### src/rtl/led_runner_pkg.sv
// led_runner_pkg: shared types for the LED runner.
//   mode_e : pattern mode as sampled from the mode port
//   dir_e  : travel direction of the bounce pattern
package led_runner_pkg;

    typedef enum logic [1:0] {
        MODE_ROL    = 2'd0,
        MODE_ROR    = 2'd1,
        MODE_BOUNCE = 2'd2,
        MODE_BLINK  = 2'd3
    } mode_e;

    typedef enum logic {
        DIR_UP   = 1'b0,
        DIR_DOWN = 1'b1
    } dir_e;

endpackage

### src/rtl/led_tick_gen.sv
// led_tick_gen: step prescaler for the LED runner.
// Counts 0..STEP_CYC-1 and wraps; the count holds while i_pause is high.
//   clk     : system clock
//   rst_n   : asynchronous active-low reset, clears the count
//   i_pause : freeze the count (also suppresses the tick)
//   o_tick  : high in the last cycle of a period when not paused
module led_tick_gen #(
    parameter int unsigned STEP_CYC = 4
) (
    input  logic clk,
    input  logic rst_n,
    input  logic i_pause,
    output logic o_tick
);

    localparam int unsigned CW = (STEP_CYC > 2) ? $clog2(STEP_CYC) : 1;

    logic [CW-1:0] r_cnt;
    logic          w_last;

    assign w_last = (r_cnt == CW'(STEP_CYC - 1));
    // A pause asserted in the tick cycle wins: no tick, count stays at the end.
    assign o_tick = w_last && !i_pause;

    always_ff @(posedge clk or negedge rst_n) begin
        if (!rst_n) begin
            r_cnt <= '0;
        end else if (!i_pause) begin
            r_cnt <= w_last ? '0 : r_cnt + CW'(1);
        end
    end

endmodule

### src/rtl/led_runner.sv
// led_runner: LED pattern sequencer with optional PWM dimming.
// Optional feature macro: LED_RUNNER_PWM_EN (PWM gate on the LED outputs).
//   clk    : system clock
//   rst_n  : asynchronous active-low reset
//   mode   : 0 rotate-left, 1 rotate-right, 2 bounce, 3 blink-all (sampled on tick)
//   pause  : freezes stepping while high
//   bright : PWM duty level (ignored unless LED_RUNNER_PWM_EN)
//   led    : registered LED drive
//   step   : one-cycle pulse on every pattern update
module led_runner
    import led_runner_pkg::*;
#(
    parameter int unsigned CLK_FRE  = 50,
    parameter int unsigned STEP_MS  = 1000,
    parameter int unsigned STEP_CYC = CLK_FRE * 1000 * STEP_MS,
    parameter int unsigned LED_NUM  = 4,
    parameter int unsigned PWM_BITS = 4
) (
    input  logic                clk,
    input  logic                rst_n,
    input  logic [1:0]          mode,
    input  logic                pause,
    input  logic [PWM_BITS-1:0] bright,
    output logic [LED_NUM-1:0]  led,
    output logic                step
);

    localparam logic [LED_NUM-1:0] PAT_INIT = {{(LED_NUM - 1){1'b0}}, 1'b1};

    logic               w_tick;
    mode_e              w_mode_in;
    mode_e              r_mode;
    mode_e              w_mode_d;
    dir_e               r_dir;
    dir_e               w_dir_d;
    logic [LED_NUM-1:0] r_pat;
    logic [LED_NUM-1:0] w_pat_d;
    logic               r_step;

    led_tick_gen #(
        .STEP_CYC (STEP_CYC)
    ) u_tick_gen (
        .clk     (clk),
        .rst_n   (rst_n),
        .i_pause (pause),
        .o_tick  (w_tick)
    );

    assign w_mode_in = mode_e'(mode);

    always_comb begin
        w_pat_d  = r_pat;
        w_mode_d = r_mode;
        w_dir_d  = r_dir;
        if (w_tick) begin
            if (w_mode_in != r_mode) begin
                // Mode switch reloads the start pattern instead of stepping.
                w_mode_d = w_mode_in;
                w_pat_d  = (w_mode_in == MODE_BLINK) ? '1 : PAT_INIT;
                w_dir_d  = DIR_UP;
            end else begin
                unique case (r_mode)
                    MODE_ROL:    w_pat_d = {r_pat[LED_NUM-2:0], r_pat[LED_NUM-1]};
                    MODE_ROR:    w_pat_d = {r_pat[0], r_pat[LED_NUM-1:1]};
                    MODE_BOUNCE: begin
                        // Direction flips on arrival at an end so the next tick
                        // leaves it immediately; no dwelling at either end.
                        if (r_dir == DIR_UP) begin
                            w_pat_d = r_pat << 1;
                            if (w_pat_d[LED_NUM-1]) w_dir_d = DIR_DOWN;
                        end else begin
                            w_pat_d = r_pat >> 1;
                            if (w_pat_d[0]) w_dir_d = DIR_UP;
                        end
                    end
                    MODE_BLINK:  w_pat_d = ~r_pat;
                endcase
            end
        end
    end

    always_ff @(posedge clk or negedge rst_n) begin
        if (!rst_n) begin
            r_pat  <= PAT_INIT;
            r_mode <= MODE_ROL;
            r_dir  <= DIR_UP;
            r_step <= 1'b0;
        end else begin
            r_pat  <= w_pat_d;
            r_mode <= w_mode_d;
            r_dir  <= w_dir_d;
            r_step <= w_tick;
        end
    end

    assign step = r_step;

`ifdef LED_RUNNER_PWM_EN
    logic [PWM_BITS-1:0] r_pwm_cnt;
    logic                w_gate;

    // Free-running; deliberately ignores pause so dimming never stalls.
    always_ff @(posedge clk or negedge rst_n) begin
        if (!rst_n) begin
            r_pwm_cnt <= '0;
        end else begin
            r_pwm_cnt <= r_pwm_cnt + PWM_BITS'(1);
        end
    end

    assign w_gate = (r_pwm_cnt < bright);
    assign led    = r_pat & {LED_NUM{w_gate}};
`else
    logic w_bright_unused;

    assign w_bright_unused = ^bright;
    assign led             = r_pat;
`endif

endmodule

### config.mk
export PLATFORM = sky130hd
export DESIGN_NAME = led_runner
export DESIGN_NICKNAME = d
export VERILOG_FILES = /design/src/rtl/led_runner_pkg.sv /design/src/rtl/led_tick_gen.sv /design/src/rtl/led_runner.sv
export SDC_FILE = /design/constraint.sdc
export NUM_CORES = 1
export LEC_CHECK = 0
export ABC_CLOCK_PERIOD_IN_PS = 4200
export CAP_MARGIN = 20
export CORE_UTILIZATION = 35
export DETAILED_ROUTE_END_ITERATION = 8
export PLACE_DENSITY_LB_ADDON = 0.15
export SLEW_MARGIN = 20
export SYNTH_ARGS = -nofsm -noshare
export SYNTH_HDL_FRONTEND = slang
export SYNTH_SLANG_ARGS = --single-unit
export TNS_END_PERCENT = 10
### constraint.sdc
create_clock -name clk -period 4.2 [get_ports clk]
set_input_delay 0.63 -clock clk [delete_from_list [all_inputs] [get_ports clk]]
set_output_delay 0.63 -clock clk [all_outputs]
set_load 0.1 [all_outputs]
After elaboration in Yosys (flattened, before gate mapping)

Index checks and enable logic that the tools add are counted.

Logic and storage cells: 29
Input bits: 9
Register bits: 34
Output and inout bits: 5

Bitwise gates (word level): 1
$add $sub $neg: 1
Multiplexer cells: 10
Eq/ne operators: 6
Reductions and logical operators: 6

Operators by type and width:

| kind                                                 | count |
|---|---|
| adder 26 x 1 -> 26 bit (second input constant)       | 1 |
| equality test 26 bit (second input constant)         | 1 |
| 2-to-1 mux 26 bit                                    | 1 |
| one-hot mux 4 bit (4 select lines)                   | 1 |
| 2-to-1 mux 4 bit                                     | 3 |
| equality test 2 bit (second input constant)          | 3 |
| 2-to-1 mux 1 bit                                     | 5 |
| inverter 4 bit                                       | 1 |
| AND reduction 2 bit                                  | 2 |
| equality test 2 x 1 -> 1 bit (second input constant) | 1 |
| zero test 2 bit                                      | 1 |
| != test 2 bit                                        | 1 |
| nonzero test 2 bit                                   | 1 |
| logical AND 1 bit                                    | 1 |
| zero test 1 bit                                      | 1 |

Longest topological paths before layout

Gate-level depths: netlist of the first run.

Depth after elaboration: 4
Gate-level depth with buffers: 6
Gate-level depth less buffers: 5

By module

A second synthesis of the first run with hierarchy kept.

Cells, all modules: 202
Area total of the unflattened synthesis: 2011.9 um^2

Modules (own cells, without submodules):

| module       | area an instance (um^2) | instances | seq. area each (um^2) | cells each |
|---|---|---|---|---|
| led_tick_gen | 1480.2                  | 1         | 650.6                 | 148 |
| led_runner   | 531.8                   | 1         | 201.4                 | 54 |

Worst setup path after synthesis of the first run

No wires, ideal clock.

Path kind: input-to-reg
From: input port pause
To: register r_mode[0]
Buffers on the path: 1
Library setup time: 0.125 ns
Stages: 5
Required time: 4.075 ns
Data arrival time: 1.973 ns
Setup slack: 2.102 ns
Cells stage by stage: and3b_1 -> clkbuf_1 -> nand2_1 -> nor3_4 -> mux2_2

Longest elaborated chain between the ends: 3

Ends and longest elaborated chain:

| what                                 | line               | source |
|---|---|---|
| start: declaration                   | led_runner.sv:22   | `input logic pause,` |
| zero test 1 bit                      | led_tick_gen.sv:23 | `assign o_tick = w_last && !i_pause;` |
| logical AND 1 bit                    | led_tick_gen.sv:23 |  |
| AND reduction 2 bit (no source line) | --                 |  |
| end signal: assignment               | led_runner.sv:90   | `r_mode <= w_mode_d;` |
| end: declaration                     | led_runner.sv:32   | `mode_e r_mode;` |

Every way passes these cells.
A chain may end at the register's enable or synchronous reset.

Worst setup path after layout of the first run

Same ends and word-level chain as after synthesis.

==> metrics.md, run 1 <==
| Metric | Value |
|---|---|
| Peak supply drop | `slightly above 0.2 mV` |
| Post-CTS Setup Inserts | `0` |
| Area after DPL | `approximately 2100 µm²` |
| Largest net degree at the start of global routing | `35` |
| Clock H-tree levels | `2` |
| Worst skew pair latency | `just under 0.3 ns` |
| Worst slew margin | `0.353` |
| Area Growth Syn to Fin | `12.3%` |
| Crit path max-delay family | `simple AND/OR/NAND/NOR gates` |
| Warning count from the yosys run | `0` |
| Synthesized Nets | `220` |
| Vias in the first global route | `about 1500` |
| Measured slew at the worst slew-check pin | `around 0.97 ns` |
| DR WL/cell | `15.1 µm` |
| WP depth | `5` |
| Global-route wire length before repair | `~7500 µm` |
| Gr ovfl total | `0` |
| Crit path kind | `in -> reg` |
| Dominant cells by area after synthesis | `dfrtp_1, xnor2_1, a21oi_1` |
| Starting density of the core | `0.375` |
| Crit-path cells | `clkdlybuf4s50_1, and3b_1, nand2_1, nor3_4, mux2_2` |
| Std-Cell Rows | `26` |
| Fin Clk Skew | `0.00540 ns` |
| Num CTS Buffers | `5` |
| Die ar. | `approximately 6000 µm²` |
| # clock sinks | `34` |
| PostCTS Resize Cnt | `0` |
| Most numerous cell in the Yosys netlist | `dfrtp_1` |
| Worst flop-to-flop path endpoint | `r_mode[0]$_DFFE_PN0P_` |
| Seq cells post-synth | `34` |
| Synth top area share | `0.421` |
| R2r setup slk | `1.94 ns` |
| I/O Pins | `14` |
| Pre-CTS setup slack | `1.20 ns` |
| Reg power frac | `0.520` |
| Crit-path max cell delay | `0.63 ns` |
| CTS tree | `done` |
| Placer Congestion | `0.758` |
| Vias | `roughly 1600` |
| Multi-input logic area | `about 1000 µm²` |
| Buffer and inverter count on the worst path | `1` |
| Slowest cell on crit path | `clkdlybuf4s50_1` |
| Synth area leader | `dfrtp_1` |
| Commonest cells in the netlist | `dfrtp_1, nand2_1, a21oi_1, o21ai_0, nand3_1` |
| Final setup vio count | `0` |
| Placed Instances | `280` |
| Pint | `around 550 µW` |
| Fin nets | `between 200 and 250` |
| Max-capacitance violation count | `0` |
| Register area | `~850 µm²` |
| R2R Path Start | `u_tick_gen.r_cnt[7]$_DFFE_PN0N_` |
| WP data required | `approximately 4.4 ns` |
| Syn_area_per_cell | `between 9 and 10 µm²` |
| # hold bufs at CTS | `0` |
| Initial antenna violation count | `0` |
| Unique masters post-synth | `42` |
| Worst Slack Setup Final | `around 1.5 ns` |
| Pre-antenna DRT Iters | `4` |
| Worst Path Arrival | `between 2 and 3 ns` |
| Sw frac | `0.323` |
| Clk pin slew, worst setup/hold paths | `~0.07 ns` |
| Cells after synthesis | `roughly 210` |
| Register area share after synthesis | `0.434` |
| FFs w/ async S/R, synth | `1.00` |
| Die X | `around 77 µm` |
| RSZ-0062 raised after global routing | `no` |
| Final Hold Vio Count | `0` |
| Leakage | `approximately 0.88 nW` |
| Drt total wl | `about 4300 µm` |
| Critical-path maximum fanout | `14` |
| Die Y | `about 77 µm` |
| Layout fillers | `between 500 and 600` |
| Max Slew Vio Count | `0` |
| I/O Buffers | `9` |
| Status | `finished, final reports clean` |
| Tcrit/Tclk final | `0.646` |
| Combinational cell fraction of total power | `0.162` |
| Antenna cells | `0` |
| Critical Path Start | `pause` |
| Core ar. | `5240 µm²` |
| Gr usage total | `0.164` |
| P_sw | `about 260 µW` |
| Critical Path End | `r_mode[0]$_DFFE_PN0P_` |
| Post-DP HPWL | `between 2000 and 3000 µm` |
| Hold WS | `0.497 ns` |
| Crit path launch type | `input pin` |
| Fin Setup TNS | `0 ns` |
| DR iter-0 viols | `110` |
| Clk pwr share | `0.319` |
| Antenna Nets Post-Route | `0` |
| Reg2Reg Depth | `4` |
| Number of enable flip-flop cells after synthesis | `0` |
| Root Buffer Master | `clkbuf_8` |
| Max clock buf depth | `2` |
| Post-Layout Cell Count | `around 290` |
| P per Cell Area | `366 nW/µm²` |
| Crit end category | `flop` |
| Fin util | `0.421` |
| Main flop type after synthesis | `dfrtp_1` |
| Via/cell ratio | `about 5.4` |
| Worst hold path type | `reg -> reg` |
| Fmax | `approximately 370 MHz` |
| Drt drc | `0` |
| Post-layout instance area | `2200 µm²` |
| Mapped cell area | `1960 µm²` |
| Share of cells above drive strength 1 | `0.0780` |
| Tmin final | `~2.7 ns` |
| Total chip power | `roughly 800 µW` |
area by class of cell:
| cell class | count | area share |
|---|---|---|
| Clock buffer | 7 | 0.0392 |
| Clock inverter | 1 | 0.00227 |
| Inverter | 5 | 0.00852 |
| Multi-Input combinational cell | 160 | 0.476 |
| Sequential cell | 34 | 0.387 |
| Tap cell | 70 | 0.0398 |
| Timing Repair Buffer | 11 | 0.0477 |
layer usage:
layer	part of all wire	track usage	up-vias	wire length, µm
li1	-	-	797	-
met1	0.53	0.239	752	2290
met2	0.43	0.233	14	1860
met3	0.027	0.0369	5	117
met4	0.016	0.0635	0	68
met5	0	0	-	0
cell usage in the layout (no fill, tap or decap), types with 2 or more instances in the layout:
cell,count
mux2_2,5
nor2b_1,2
dfrtp_1,33
mux2i_1,3
nand4_1,8
or4_1,4
nor3_1,6
inv_1,5
ha_1,2
a21oi_1,15
and4_1,6
nand2b_1,2
clkdlybuf4s50_1,9
nor4_1,3
nand4b_1,5
and3_1,4
xnor2_1,9
nand3b_1,4
o21ai_0,13
clkbuf_8,6
nor2_1,9
nand2_1,17
nor4bb_1,2
nand3_1,12
o31ai_1,3
and2_1,2
buf_4,2
or3_1,2
xor2_1,5
nor4b_1,3
a31oi_1,4
power by group through the flow:
stage / clock network, mW / logic (mW) / registers [mW]
2_1_floorplan: 0 / 0.107 / 0.404
3_3_place_gp: 0 / 0.130 / 0.424
3_5_place_dp: 0 / 0.132 / 0.424
4_1_cts: 0.266 / 0.132 / 0.418
5_1_grt: 0.279 / 0.154 / 0.430
6_report: 0.257 / 0.131 / 0.420
how the worst min path moves through the flow:
stage | slack (ns) | start | to | depth (start not counted)
finish | 0.50 | u_tick_gen.r_cnt[24]$_DFFE_PN0N_ | u_tick_gen.r_cnt[24]$_DFFE_PN0N_ | 1
floorplan | 0.33 | rst_n | led[1]$_DFFE_PN0P_ | 0
CTS | 0.50 | u_tick_gen.r_cnt[24]$_DFFE_PN0N_ | u_tick_gen.r_cnt[24]$_DFFE_PN0N_ | 1
global route | 0.52 | u_tick_gen.r_cnt[24]$_DFFE_PN0N_ | u_tick_gen.r_cnt[24]$_DFFE_PN0N_ | 1
detailed placement | 0.49 | u_tick_gen.r_cnt[24]$_DFFE_PN0N_ | u_tick_gen.r_cnt[24]$_DFFE_PN0N_ | 1
global placement | 0.49 | u_tick_gen.r_cnt[24]$_DFFE_PN0N_ | u_tick_gen.r_cnt[24]$_DFFE_PN0N_ | 1
registers in the layout, summed over array words and instances, names as in the netlist:
signal / cells
r_dir: 1
u_tick_gen.r_cnt: 26
led: 4
step: 1
r_mode: 2
worst register-to-register path, cell delays in order (launching register included):
cell and delay, ns:
dfrtp_1 0.45, nand3b_1 0.19, or4_1 0.65, nor3_4 0.46, mux2_2 0.39
kinds of logic (layout without fill, tap and decap cells):
group | after synthesis | after routing | synth area share
flops | 34 | 34 | 0.434
xor+xnor | 14 | 14 | 0.0625
buf+inv | 15 | 24 | 0.0313
fa+ha+maj | 2 | 2 | 0.0128
compound gates | 41 | 41 | 0.123
mux | 8 | 8 | 0.0440
simple gates | 95 | 95 | 0.292
(Power assumes the default switching activity.)
==> run 2: changes to the inputs <==
--- a/config.mk
+++ b/config.mk
@@ -5,7 +5,7 @@
 export SDC_FILE = /design/constraint.sdc
 export NUM_CORES = 1
 export LEC_CHECK = 0
-export ABC_CLOCK_PERIOD_IN_PS = 4200
+export ABC_CLOCK_PERIOD_IN_PS = 2800
 export CAP_MARGIN = 20
 export CORE_UTILIZATION = 35
 export DETAILED_ROUTE_END_ITERATION = 8
==> constraint.sdc (replaced) <==
create_clock -name clk -period 2.8 [get_ports clk]
set_input_delay 0.42 -clock clk [delete_from_list [all_inputs] [get_ports clk]]
set_output_delay 0.42 -clock clk [all_outputs]
set_load 0.1 [all_outputs]
==> metrics.md, run 2 (synthesized netlist as in run 1, its figures left out) <==
| Metric | Value |
|---|---|
| Top reg by flops | `u_tick_gen.r_cnt` |
| CTS tree | `done` |
| Final setup vio count | `0` |
| Share of cells above drive strength 1 | `0.117` |
| Placed Instances | `284` |
| Vias in the first global route | `about 1500` |
| Crit-path max cell delay | `roughly 0.65 ns` |
| Worst hold path type | `reg -> reg` |
| Multi-input logic area | `about 1000 µm²` |
| PostCTS Resize Cnt | `0` |
| Clock H-tree levels | `2` |
| Worst skew pair latency | `0.28 ns` |
| Pre-antenna DRT Iters | `4` |
| Crit end category | `flop` |
| Via/cell ratio | `~5.5` |
| Num CTS Buffers | `5` |
| Gr ovfl total | `0` |
| Die Y | `a little under 80 µm` |
| Fin nets | `~230` |
| Measured slew at the worst slew-check pin | `slightly below 0.6 ns` |
| Register area | `around 850 µm²` |
| WP data required | `between 2 and 3 ns` |
| # clock sinks | `34` |
| Peak supply drop | `roughly 0.27 mV` |
| Leakage | `0.904 nW` |
| Die X | `76.9 µm` |
| Tmin final | `about 2.2 ns` |
| Clk pin slew, worst setup/hold paths | `~0.070 ns` |
| Post-CTS Setup Inserts | `0` |
| Core ar. | `approximately 5200 µm²` |
| Crit path launch type | `flop` |
| Antenna Nets Post-Route | `0` |
| DR iter-0 viols | `a little over 90` |
| Fin Setup TNS | `0 ns` |
| R2r setup slk | `0.58 ns` |
| Layout fillers | `just over 500` |
| Post-DP HPWL | `a little under 3000 µm` |
| Fin Clk Skew | `0.00442 ns` |
| Crit-path cells | `nand3b_1, or4_1, nor3_4, mux2_2` |
| Area after DPL | `around 2100 µm²` |
| Root Buffer Master | `clkbuf_8` |
| Commonest non-fill, non-tap cell in the layout | `dfrtp_1` |
| Post-layout instance area | `around 2200 µm²` |
| Tcrit/Tclk final | `0.794` |
| I/O Buffers | `9` |
| RSZ-0062 raised after global routing | `no` |
| Max reg flops | `26` |
| Global-route wire length before repair | `~7500 µm` |
| Slowest cell on crit path | `or4_1` |
| Drt drc | `0` |
| Fmax | `roughly 450 MHz` |
| Antenna cells | `0` |
| Max-capacitance violation count | `0` |
| Gr usage total | `0.161` |
| Initial antenna violation count | `0` |
| Max Slew Vio Count | `0` |
| Commonest cells after routing, fill and taps aside | `dfrtp_1, nand2_1, a21oi_1, o21ai_0, nand3_1` |
| Crit path kind | `reg -> reg` |
| Vias | `about 1600` |
| Status | `finished, final reports clean` |
| DR WL/cell | `~15 µm` |
| Critical-path maximum fanout | `7` |
| Max clock buf depth | `2` |
| Starting density of the core | `0.375` |
| Worst slew margin | `0.604` |
| Worst Path Arrival | `approximately 2.4 ns` |
| I/O Pins | `14` |
| Largest net degree at the start of global routing | `35` |
| Placer Congestion | `between 0.7 and 0.8` |
| Die ar. | `~5900 µm²` |
| Std-Cell Rows | `26` |
| Drt total wl | `between 4000 and 5000 µm` |
| Final Hold Vio Count | `0` |
| P per Cell Area | `550 nW/µm²` |
| # hold bufs at CTS | `0` |
| Post-Layout Cell Count | `292` |
| Area Growth Syn to Fin | `13.2%` |
==> run 2: changes by cell type in the layout (fill, tap and decap cells not counted), sizes merged <==
cell	delta
clkdlybuf4s50	-5
buf	+9
==> run 2: path summary, 6_finish.rpt <==
check,start,end,depth (start not counted)
setup reg to reg,u_tick_gen.r_cnt[7]$_DFFE_PN0N_,r_mode[1]$_DFFE_PN0P_,4
hold / removal,u_tick_gen.r_cnt[24]$_DFFE_PN0N_,u_tick_gen.r_cnt[24]$_DFFE_PN0N_,1
hold reg to reg,u_tick_gen.r_cnt[24]$_DFFE_PN0N_,u_tick_gen.r_cnt[24]$_DFFE_PN0N_,1
setup / recovery,u_tick_gen.r_cnt[7]$_DFFE_PN0N_,r_mode[1]$_DFFE_PN0P_,4
max in group asynchronous,rst_n,led[0]$_DFFE_PN1P_,2
min in group asynchronous,rst_n,u_tick_gen.r_cnt[0]$_DFFE_PN0N_,2
==> run 2: per-layer routing <==
| metal | track usage | routed length [µm] | part of all wire |
|---|---|---|---|
| met5 | 0 | 0 | 0 |
| met3 | 0.0345 | 134 | 0.031 |
| met2 | 0.237 | 1830 | 0.42 |
| met1 | 0.225 | 2290 | 0.53 |
| met4 | 0.0692 | 73 | 0.017 |
==> run 2: critical path: cells and delay by family (launching register included) <==
kind             cells  cell delay (ns)
and+or+nand+nor      3             1.28
muxes                1             0.38
DFF                  1             0.45
==> run 2: per-stage QoR <==
step / worst slack, ns / hold WS (ns) / total power, mW / utilization
after floorplan: 0.759 / 0.124 / 0.766 / -
final: 0.577 / 0.504 / 1.22 / 0.424
after CTS: 0.565 / 0.503 / 1.24 / 0.424
after detailed placement: 0.569 / 0.490 / 0.851 / 0.407
after global routing: 0.454 / 0.511 / 1.31 / 0.424
after global placement: 0.575 / 0.484 / 0.847 / 0.407
==> run 2: cell type report <==
cell class	instances	area share
Clock buffer	7	0.0389
Clock inverter	1	0.00225
Inverter	5	0.00845
Multi-Input combinational cell	160	0.472
Sequential cell	34	0.384
Tap cell	70	0.0394
Timing Repair Buffer	15	0.0552
==> run 2: report_power, final <==
part	internal (mW)	leakage [nW]	switching (mW)	total [mW]
clock	0.199	0.0482	0.182	0.380
combinational	0.0918	0.431	0.119	0.211
sequential	0.542	0.425	0.0898	0.632
==> run 3: changes to the inputs <==
--- a/config.mk
+++ b/config.mk
@@ -5,7 +5,7 @@
 export SDC_FILE = /design/constraint.sdc
 export NUM_CORES = 1
 export LEC_CHECK = 0
-export ABC_CLOCK_PERIOD_IN_PS = 2800
+export ABC_CLOCK_PERIOD_IN_PS = 2000
 export CAP_MARGIN = 20
 export CORE_UTILIZATION = 35
 export DETAILED_ROUTE_END_ITERATION = 8
==> constraint.sdc (replaced) <==
create_clock -name clk -period 2 [get_ports clk]
set_input_delay 0.3 -clock clk [delete_from_list [all_inputs] [get_ports clk]]
set_output_delay 0.3 -clock clk [all_outputs]
set_load 0.1 [all_outputs]
==> metrics.md, run 3 (synthesized netlist as in run 1, its figures left out) <==
| Metric | Value |
|---|---|
| Status | `finished, final reports clean` |
| Combinational cell fraction of total power | `0.192` |
| Top reg by flops | `u_tick_gen.r_cnt` |
| Die X | `about 77 µm` |
| # hold bufs at CTS | `0` |
| Final setup vio count | `0` |
| WL met3 | `about 120 µm` |
| Clock H-tree levels | `2` |
| Num CTS Buffers | `5` |
| RSZ-0062 raised after global routing | `no` |
| Critical Path End | `r_dir$_DFFE_PN0P_` |
| Pre-antenna DRT Iters | `4` |
| Vias | `between 1500 and 2000` |
| Die ar. | `approximately 5900 µm²` |
| Starting density of the core | `0.375` |
| Worst Path Arrival | `about 2.1 ns` |
| Max clock buf depth | `2` |
| Commonest non-fill, non-tap cell in the layout | `dfrtp_1` |
| Clk pin slew, worst setup/hold paths | `about 0.07 ns` |
| Placer Congestion | `0.777` |
| Crit path kind | `reg -> reg` |
| Crit path launch type | `flop` |
| P per Cell Area | `732 nW/µm²` |
| Max reg flops | `26` |
| Buffer and inverter count on the worst path | `0` |
| Core ar. | `around 5200 µm²` |
| DR WL/cell | `approximately 14 µm` |
| Clk pwr share | `0.304` |
| Routed wire length on met2 | `between 1500 and 2000 µm` |
| WP depth | `4` |
| I/O Pins | `14` |
| Reg2Reg Depth | `4` |
| R2R Path Start | `u_tick_gen.r_cnt[23]$_DFFE_PN0N_` |
| Root Buffer Master | `clkbuf_8` |
| Final Hold Vio Count | `0` |
| I/O Buffers | `9` |
| Antenna Nets Post-Route | `0` |
| Total chip power | `approximately 1.7 mW` |
| Max Slew Vio Count | `0` |
| Pint | `about 1.2 mW` |
| Worst hold path type | `in -> async` |
| Drt drc | `0` |
| Crit-path max cell delay | `0.59 ns` |
| Gr usage total | `0.156` |
| Sw frac | `0.308` |
| Tcrit/Tclk final | `0.935` |
| WL met1 | `2240 µm` |
| Initial antenna violation count | `0` |
| Fin Clk Skew | `between 0.005 and 0.006 ns` |
| Largest net degree at the start of global routing | `35` |
| Worst flop-to-flop path endpoint | `r_dir$_DFFE_PN0P_` |
| Measured slew at the worst slew-check pin | `between 0.4 and 0.5 ns` |
| Reg power frac | `0.504` |
| Drt total wl | `4270 µm` |
| Area Growth Syn to Fin | `20.1%` |
| DR iter-0 viols | `75` |
| Share of cells above drive strength 1 | `0.181` |
| P_sw | `~530 µW` |
| Post-DP HPWL | `slightly above 3000 µm` |
| Commonest cells after routing, fill and taps aside | `dfrtp_1, buf_4, nand2_1, a21oi_1, o21ai_0` |
| Crit-path cells | `nand3_1, or4_4, or4_1, a21oi_1` |
| Fmax | `about 530 MHz` |
| Die Y | `~77 µm` |
| Crit path max-delay family | `simple AND/OR/NAND/NOR gates` |
| Peak supply drop | `between 0.4 and 0.5 mV` |
| CTS tree | `done` |
| Vias in the first global route | `1495` |
| Gr ovfl total | `0` |
| Max-capacitance violation count | `0` |
| Worst slew margin | `0.709` |
| Fin nets | `around 250` |
| Fin Setup TNS | `0 ns` |
| Antenna cells | `0` |
| Critical-path maximum fanout | `4` |
| Tmin final | `1.87 ns` |
| Critical Path Start | `u_tick_gen.r_cnt[23]$_DFFE_PN0N_` |
| R2r setup slk | `about 0.13 ns` |
| WP data required | `about 2.2 ns` |
| Leakage | `roughly 1 nW` |
| Via/cell ratio | `about 5.3` |
| Std-Cell Rows | `26` |
| # clock sinks | `34` |
| Worst skew pair latency | `0.28 ns` |
| Crit end category | `flop` |
| Slowest cell on crit path | `or4_4` |
| Top sig layer | `met4` |
| Global-route wire length before repair | `slightly above 7000 µm` |
-- run 3: cell types whose count changed in the layout (fill, tap and decap cells not counted) --
cell,delta
or4_1,-1
nor4b_1,-1
buf_12,+1
nor4b_2,+1
or4_4,+1
buf_4,+14
-- run 3: cell type report --
type | instances | area [µm²]
fill | 522 | 2880
multi-input combinational | 160 | 1060
sequential | 34 | 852
timing repair buffer | 30 | 248
tap | 70 | 87.6
clock buffer | 7 | 86.3
inverter | 5 | 18.8
clock inverter | 1 | 5.00
-- run 3: worst min-delay path by stage --
stage | end | from | slack [ns] | cells after the start
final | u_tick_gen.r_cnt[1]$_DFFE_PN0N_ | rst_n | 0.43 | 2
after global routing | u_tick_gen.r_cnt[0]$_DFFE_PN0N_ | rst_n | 0.48 | 2
after CTS | u_tick_gen.r_cnt[1]$_DFFE_PN0N_ | rst_n | 0.44 | 2
after detailed placement | u_tick_gen.r_cnt[9]$_DFFE_PN0N_ | u_tick_gen.r_cnt[9]$_DFFE_PN0N_ | 0.51 | 1
after global placement | u_tick_gen.r_cnt[9]$_DFFE_PN0N_ | u_tick_gen.r_cnt[9]$_DFFE_PN0N_ | 0.51 | 1
after floorplan | led[1]$_DFFE_PN0P_ | rst_n | 0.004 | 0
-- run 3: metrics by stage --
| step | utilization | hold slack, ns | std cells | setup slack [ns] | cell area, µm² |
|---|---|---|---|---|---|
| after floorplan | - | 0.00441 | 209 | 0.0251 | 1960 |
| after global placement | 0.430 | 0.507 | 299 | 0.0487 | 2250 |
| after detailed placement | 0.430 | 0.507 | 299 | 0.00775 | 2250 |
| after CTS | 0.448 | 0.442 | 307 | 0.0761 | 2350 |
| after global routing | 0.450 | 0.481 | 307 | 0.0132 | 2360 |
| final | 0.450 | 0.426 | 307 | 0.130 | 2360 |
-- run 3: what timing repair did --
item	4_1_cts	5_1_grt
setup buffers	0	0
resized for setup	0	2
endpoints found under the setup margin	0	4
hold endpoints to repair	0	0
-- run 3: per-layer routing --
metal | track usage | up-vias
met5 | 0 | -
met3 | 0.0369 | 4
met2 | 0.232 | 20
li1 | - | 833
met4 | 0.0519 | 0
met1 | 0.221 | 775
-- run 3: power groups by stage --
stage	clock (mW)	sequential, mW	combinational [mW]
after CTS	0.547	0.869	0.339
after floorplan	0	0.849	0.224
after global placement	0	0.880	0.336
after global routing	0.577	0.888	0.377
final	0.523	0.869	0.332
after detailed placement	0	0.881	0.339
==> patch 1: new RTL, flow settings as in run 2 <==
The option `LED_RUNNER_PWM_EN` is turned on by a define.
--- a/src/rtl/led_runner.sv
+++ b/src/rtl/led_runner.sv
@@ -9,2 +9,4 @@
 //   step   : one-cycle pulse on every pattern update
+`define LED_RUNNER_PWM_EN
+
 module led_runner
Formal check against the unedited RTL: not equivalent (a bounded check fails within 4 cycles, from zero or initial values and one cycle with rst_n low).
==> patch 1 against run 2 <==
Routed wire length is 17% higher. Highest routed layer unchanged. Cell count rose by 13%. Design area is 17% higher. Register-to-register slack worse by 0.08 ns. Critical path depth grew 3. Via count rose by 13%. Synthesized area up 15%. Power is 6.7% higher. Setup slack got worse by 0.33 ns. Die area up 14%. Maximum frequency decreased by 13%. Sequential cell count rose by 4. Utilization rose by 0.45 points.
==> patch 1: results (changes against run 2) <==
Pwr
  – Max rail drop VDD: 313 uV (+17%)
  – P_leak: 1.10 nW (+21%)

Synthesis
  – Mapped Nets: 254 (+15%)
  – Synth Area in Compound Gates: 14.7% (+2.4 points)
  – Distinct cells, synth: 51 (+21%)
  – Cells after Synth: 239 (+14%)
  – Post-synthesis async set-or-reset flop share: 100% (unchanged)
  – Adder-Cell Fraction of Synth Area: 3.34% (+2.1 points)
  – Sequential area share after synthesis: 42.3% (-1.1 points)
  – Synth Flop Type: dfrtp_1
  – XOR/XNOR share of the synthesized area: 4.67% (-1.6 points)
  – Post-synthesis mux area share: 4.67% (+0.27 points)
  – Ys Warns: 0 (unchanged)
  – Top post-synthesis cells by area: dfrtp_1 (41%), a21oi_1 (3.6%), xnor2_1 (3.5%)
  – Most common library cells after synthesis: dfrtp_1 (37), nand2_1 (20), a21oi_1 (16), nand3_1 (13)

Drt
  – Via density: 5.54 (+0.28%)
  – DR pass1 iterations: 4 (unchanged)
  – Number of remaining DRC errors: 0 (unchanged)
  – WL final: 5070 um (+17%)
  – Average wire per standard cell: 15.4 um (+3.7%)
  – Initial DRC Count: 58 (-38%)

Timing
  – Clk_skew: 0.00516 ns (+0.000737 ns)
  – Slew @ Worst Pin: 0.877 ns (+0.283 ns)

Worst setup path
  – CP startpoint: bright[1]
  – Crit-path max cell delay: 0.45 ns (-0.20 ns)
  – Reg-to-reg startpoint: u_tick_gen.r_cnt[10]
  – Worst Path Arrival: 2.13 ns (-0.27 ns)
  – Worst-path fanout max: 4 (-3)
  – CP delay by family, top: compound AO/OA/AOI/OAI gates
  – Max stage delay cell, worst path: clkdlybuf4s50_1

Placed design
  – Post-DP HPWL: 3600 um (+23%)
  – GPL Wtd Cong: 0.735 (-4.7%)
  – Placed Cells: 323 (+14%)
  – Placed Area: 2520 um2 (+18%)
  – Pre-CTS setup slack: 0.221 ns (-0.349 ns)
  – PortBufs: 13 (+4)

Final layout
  – Largest regs: u_tick_gen.r_cnt: 26 flops, r_pat: 4 flops, r_pwm_cnt: 4 flops
  – Nets: 270 (+16%)
  – Diode count: 0 (unchanged)
  – Share of cells above drive strength 1: 14.5% (+2.8 points)

Outcome
  – Status: complete, no violations

Global routing
  – All-layer global routing usage: 17.3% (+1.3 points)
  – Initial antenna violation count: 0 (unchanged)
  – First-pass GRT wire length: 8710 um (+16%)
  – Largest net degree at the start of global routing: 39 (+11%)
  – Vias in the first global route: 1808 (+21%)

Clock tree
  – Setup Buffers After CTS: 0 (unchanged)
  – Root buf cell: clkbuf_8

Hold path
  – Class of the worst hold path: primary input to async pin
-- patch 1: cell count changes after synthesis, moves of 4 or more --
| cell | delta |
|---|---|
| ha_1 | +4 |
| and4_1 | -5 |
| inv_1 | +6 |
| o22ai_1 | +4 |
| or3_1 | +4 |
| dfrtp_1 | +4 |
| a211oi_1 | +5 |
| o21ai_0 | -5 |
| nand4b_1 | -4 |
-- patch 1: cell type report --
type                    count  area, um2
repair buffers             19        208
clock buffers               5       68.8
well taps                  75       93.8
clock inverters             2       10.0
multi-input cells         180       1220
fillers                   605       3460
inverters                  11       41.3
flip-flops and latches     38        952
-- patch 1: power by group --
| part | switching (mW) | internal [mW] | leakage, nW | total [mW] |
|---|---|---|---|---|
| Sequential | 0.0821 | 0.598 | 0.473 | 0.681 |
| Clock | 0.190 | 0.167 | 0.0438 | 0.358 |
| Combinational | 0.152 | 0.114 | 0.578 | 0.266 |
| Total | 0.425 | 0.879 | 1.10 | 1.30 |
-- patch 1: worst paths after layout --
check,cells after the start,endpoint,slack (ns)
setup / recovery,7,led[1],0.25
max in group asynchronous,1,r_pat[3],2.00
min in group clk,1,r_pwm_cnt[0],0.47
hold / removal,1,r_pwm_cnt[1],0.24
hold reg to reg,1,r_pwm_cnt[0],0.47
setup reg to reg,5,r_mode[0],0.50
-- patch 1: routing by layer --
metal | GRT usage, % | wire, um | vias to the layer above
li1 | - | - | 913
met1 | 23.6 | 2590 | 885
met2 | 27.4 | 2270 | 24
met3 | 4.29 | 157 | 6
met4 | 4.56 | 46 | 0
met5 | 0 | 0 | -
==> patch 2: new RTL, settings of run 2 <==
Made on the original files. Remove the register `r_step`: a continuous assignment takes its place, so the output `step` follows one clock earlier.
--- a/src/rtl/led_runner.sv
+++ b/src/rtl/led_runner.sv
@@ -86,3 +86,2 @@
             r_dir  <= DIR_UP;
-            r_step <= 1'b0;
         end else begin
@@ -91,5 +90,6 @@
             r_dir  <= w_dir_d;
-            r_step <= w_tick;
         end
     end
+
+    assign r_step = w_tick;
 
Behaviour: same outputs for any inputs over 10 cycles, from zero or initial values and one cycle with rst_n low; that may be too few to reach the edited logic, so the function may still have changed.
==> patch 2 against run 2 <==
Clock power shrank 1%. Synthesized area shrank 1.3%. Maximum frequency shrank 11%. Count of clock-buffer cells in the layout grew 1. Sequential cell count shrank 1. Largest power group unchanged. First-iteration DRC count grew 20%. Via count shrank 2.2%. Routed wire length is essentially flat. Critical path depth is the same. Cell count shrank 1.0%. Critical path type is now flip-flop to output pin. Design area shrank 0.79%. Power shrank 2.0%. Highest routed layer unchanged. Setup slack lost 0.27 ns.
==> patch 2: results (changes against run 2) <==
Outcome
  – Status: complete, no violations

Placed design
  – GPL Wtd Cong: 0.809 (+4.9%)
  – PortBufs: 9 (unchanged)
  – Post-DP HPWL: 3000 um (+2.1%)

Clock tree
  – H-tree Lvls: 2 (unchanged)
  – Root buf cell: clkbuf_8
  – CTS Buf Count: 5 (unchanged)
  – Setup Buffers After CTS: 0 (unchanged)
  – Clk slew on worst S/H paths: 0.07 ns (about the same)

Final layout
  – Max reg flops: 26 (unchanged)
  – Diode count: 0 (unchanged)
  – Share of cells above drive strength 1: 11.0% (-0.75 points)
  – Reg with most FFs: u_tick_gen.r_cnt
  – Nets: 229 (-1.3%)

Drt
  – Highest metal used: met4
  – Met3 WL post-DR: 86 um (-36%)
  – DR pass1 iterations: 4 (unchanged)
  – Initial DRC Count: 112 (+20%)
  – Via density: 5.46 (-1.2%)
  – Metal2 WL: 1940 um (+5.9%)
  – Metal-1 WL: 2210 um (-3.4%)
  – Average wire per standard cell: 15.0 um (+0.99%)

Worst setup path
  – Worst Path Arrival: 2.08 ns (-0.32 ns)
  – Worst-path fanout max: 6 (-1)
  – Crit-path max cell delay: 0.67 ns (+0.02 ns)
  – Max stage delay cell, worst path: or4_1
  – Worst Reg-to-Reg Cells: 4 (unchanged)
  – Flop2flop setup slack: 0.52 ns (-0.06 ns)

Synthesis
  – EDFF count, synth: 0 (unchanged)
  – Post-synthesis async set-or-reset flop share: 100% (unchanged)
  – Sequential area share after synthesis: 42.7% (-0.73 points)
  – Distinct cells, synth: 42 (unchanged)
  – Most common library cells after synthesis: dfrtp_1 (32), nand2_1 (17), a21oi_1 (15), o21ai_0 (13), nand3_1 (12)
  – Ys Warns: 0 (unchanged)
  – Synth Flop Type: dfrtp_1
  – Mapped Nets: 219 (-0.45%)
  – Top post-synthesis cells by area: dfrtp_1 (41%), xnor2_1 (4.1%), a21oi_1 (3.9%)

Pwr
  – Max rail drop VDD: 368 uV (+38%)
  – P_leak: 0.895 nW (-0.98%)
  – Switching pwr: 383 uW (-2.0%)

Hold path
  – WHS Path Cells: 1 (unchanged)

Timing
  – Fin Hold WS: 0.515 ns (+0.0103 ns)
  – Clk_skew: 0.00536 ns (+0.000942 ns)
  – Slew @ Worst Pin: 0.661 ns (+0.0670 ns)

Global routing
  – First-pass GRT wire length: 7510 um (about the same)
  – Largest net degree at the start of global routing: 34 (-2.9%)
  – All-layer global routing usage: 16.3% (+0.26 points)
  – Vias in the first global route: 1497 (+0.27%)
-- patch 2: logic make-up after synthesis --
logic type / share of synthesized area, %
AND/OR/NAND/NOR: 29.6
AO/OA/AOI/OAI: 12.5
flip-flops: 42.7
buffers and inverters: 3.17
XOR/XNOR: 6.33
multiplexers: 4.46
adder cells (fa/ha/maj): 1.29
-- patch 2: area by class of cell --
cell class / count / area (um2)
clock buffer: 8 / 90.1
multi-input combinational: 160 / 1060
sequential: 33 / 827
timing repair buffer: 13 / 120
tap: 70 / 87.6
fill: 515 / 3000
inverter: 5 / 18.8
-- patch 2: worst max-delay path, delay by kind of cell, from the launching register on --
family,cells,cell delay [ns]
AND/OR/NAND/NOR,3,1.15
flip-flops,1,0.44
buffers and inverters,1,0.20
-- patch 2: per-layer routing --
metal	GRT usage [%]	vias to the layer above
met3	2.87	7
li1	-	796
met1	23.1	761
met4	8.08	0
met5	0	-
met2	23.9	13
-- patch 2: per-stage QoR --
step | total power, mW | std cells | instance area (um2) | setup WS, ns
floorplan | 0.753 | 208 | 1950 | 0.369
global placement | 0.823 | 281 | 2110 | 0.564
detailed placement | 0.831 | 281 | 2110 | 0.502
CTS | 1.21 | 289 | 2200 | 0.272
global route | 1.27 | 289 | 2200 | 0.209
finish | 1.20 | 289 | 2200 | 0.303
-- patch 2: path summary, 6_finish.rpt --
check | from | to
worst max-delay path | u_tick_gen.r_cnt[7] | step
worst min-delay path | u_tick_gen.r_cnt[24] | u_tick_gen.r_cnt[24]
worst max register to register | u_tick_gen.r_cnt[7] | u_tick_gen.r_cnt[2]
worst min register to register | u_tick_gen.r_cnt[24] | u_tick_gen.r_cnt[24]
max in group asynchronous | rst_n | led[0]
min in group asynchronous | rst_n | u_tick_gen.r_cnt[9]
-- patch 2: power groups by stage --
stage          Sequential, mW  Combinational, mW  Clock (mW)
2_1_floorplan           0.592              0.161           0
3_3_place_gp            0.620              0.203           0
3_5_place_dp            0.622              0.209           0
4_1_cts                 0.615              0.209       0.385
5_1_grt                 0.629              0.240       0.404
6_report                0.616              0.206       0.376
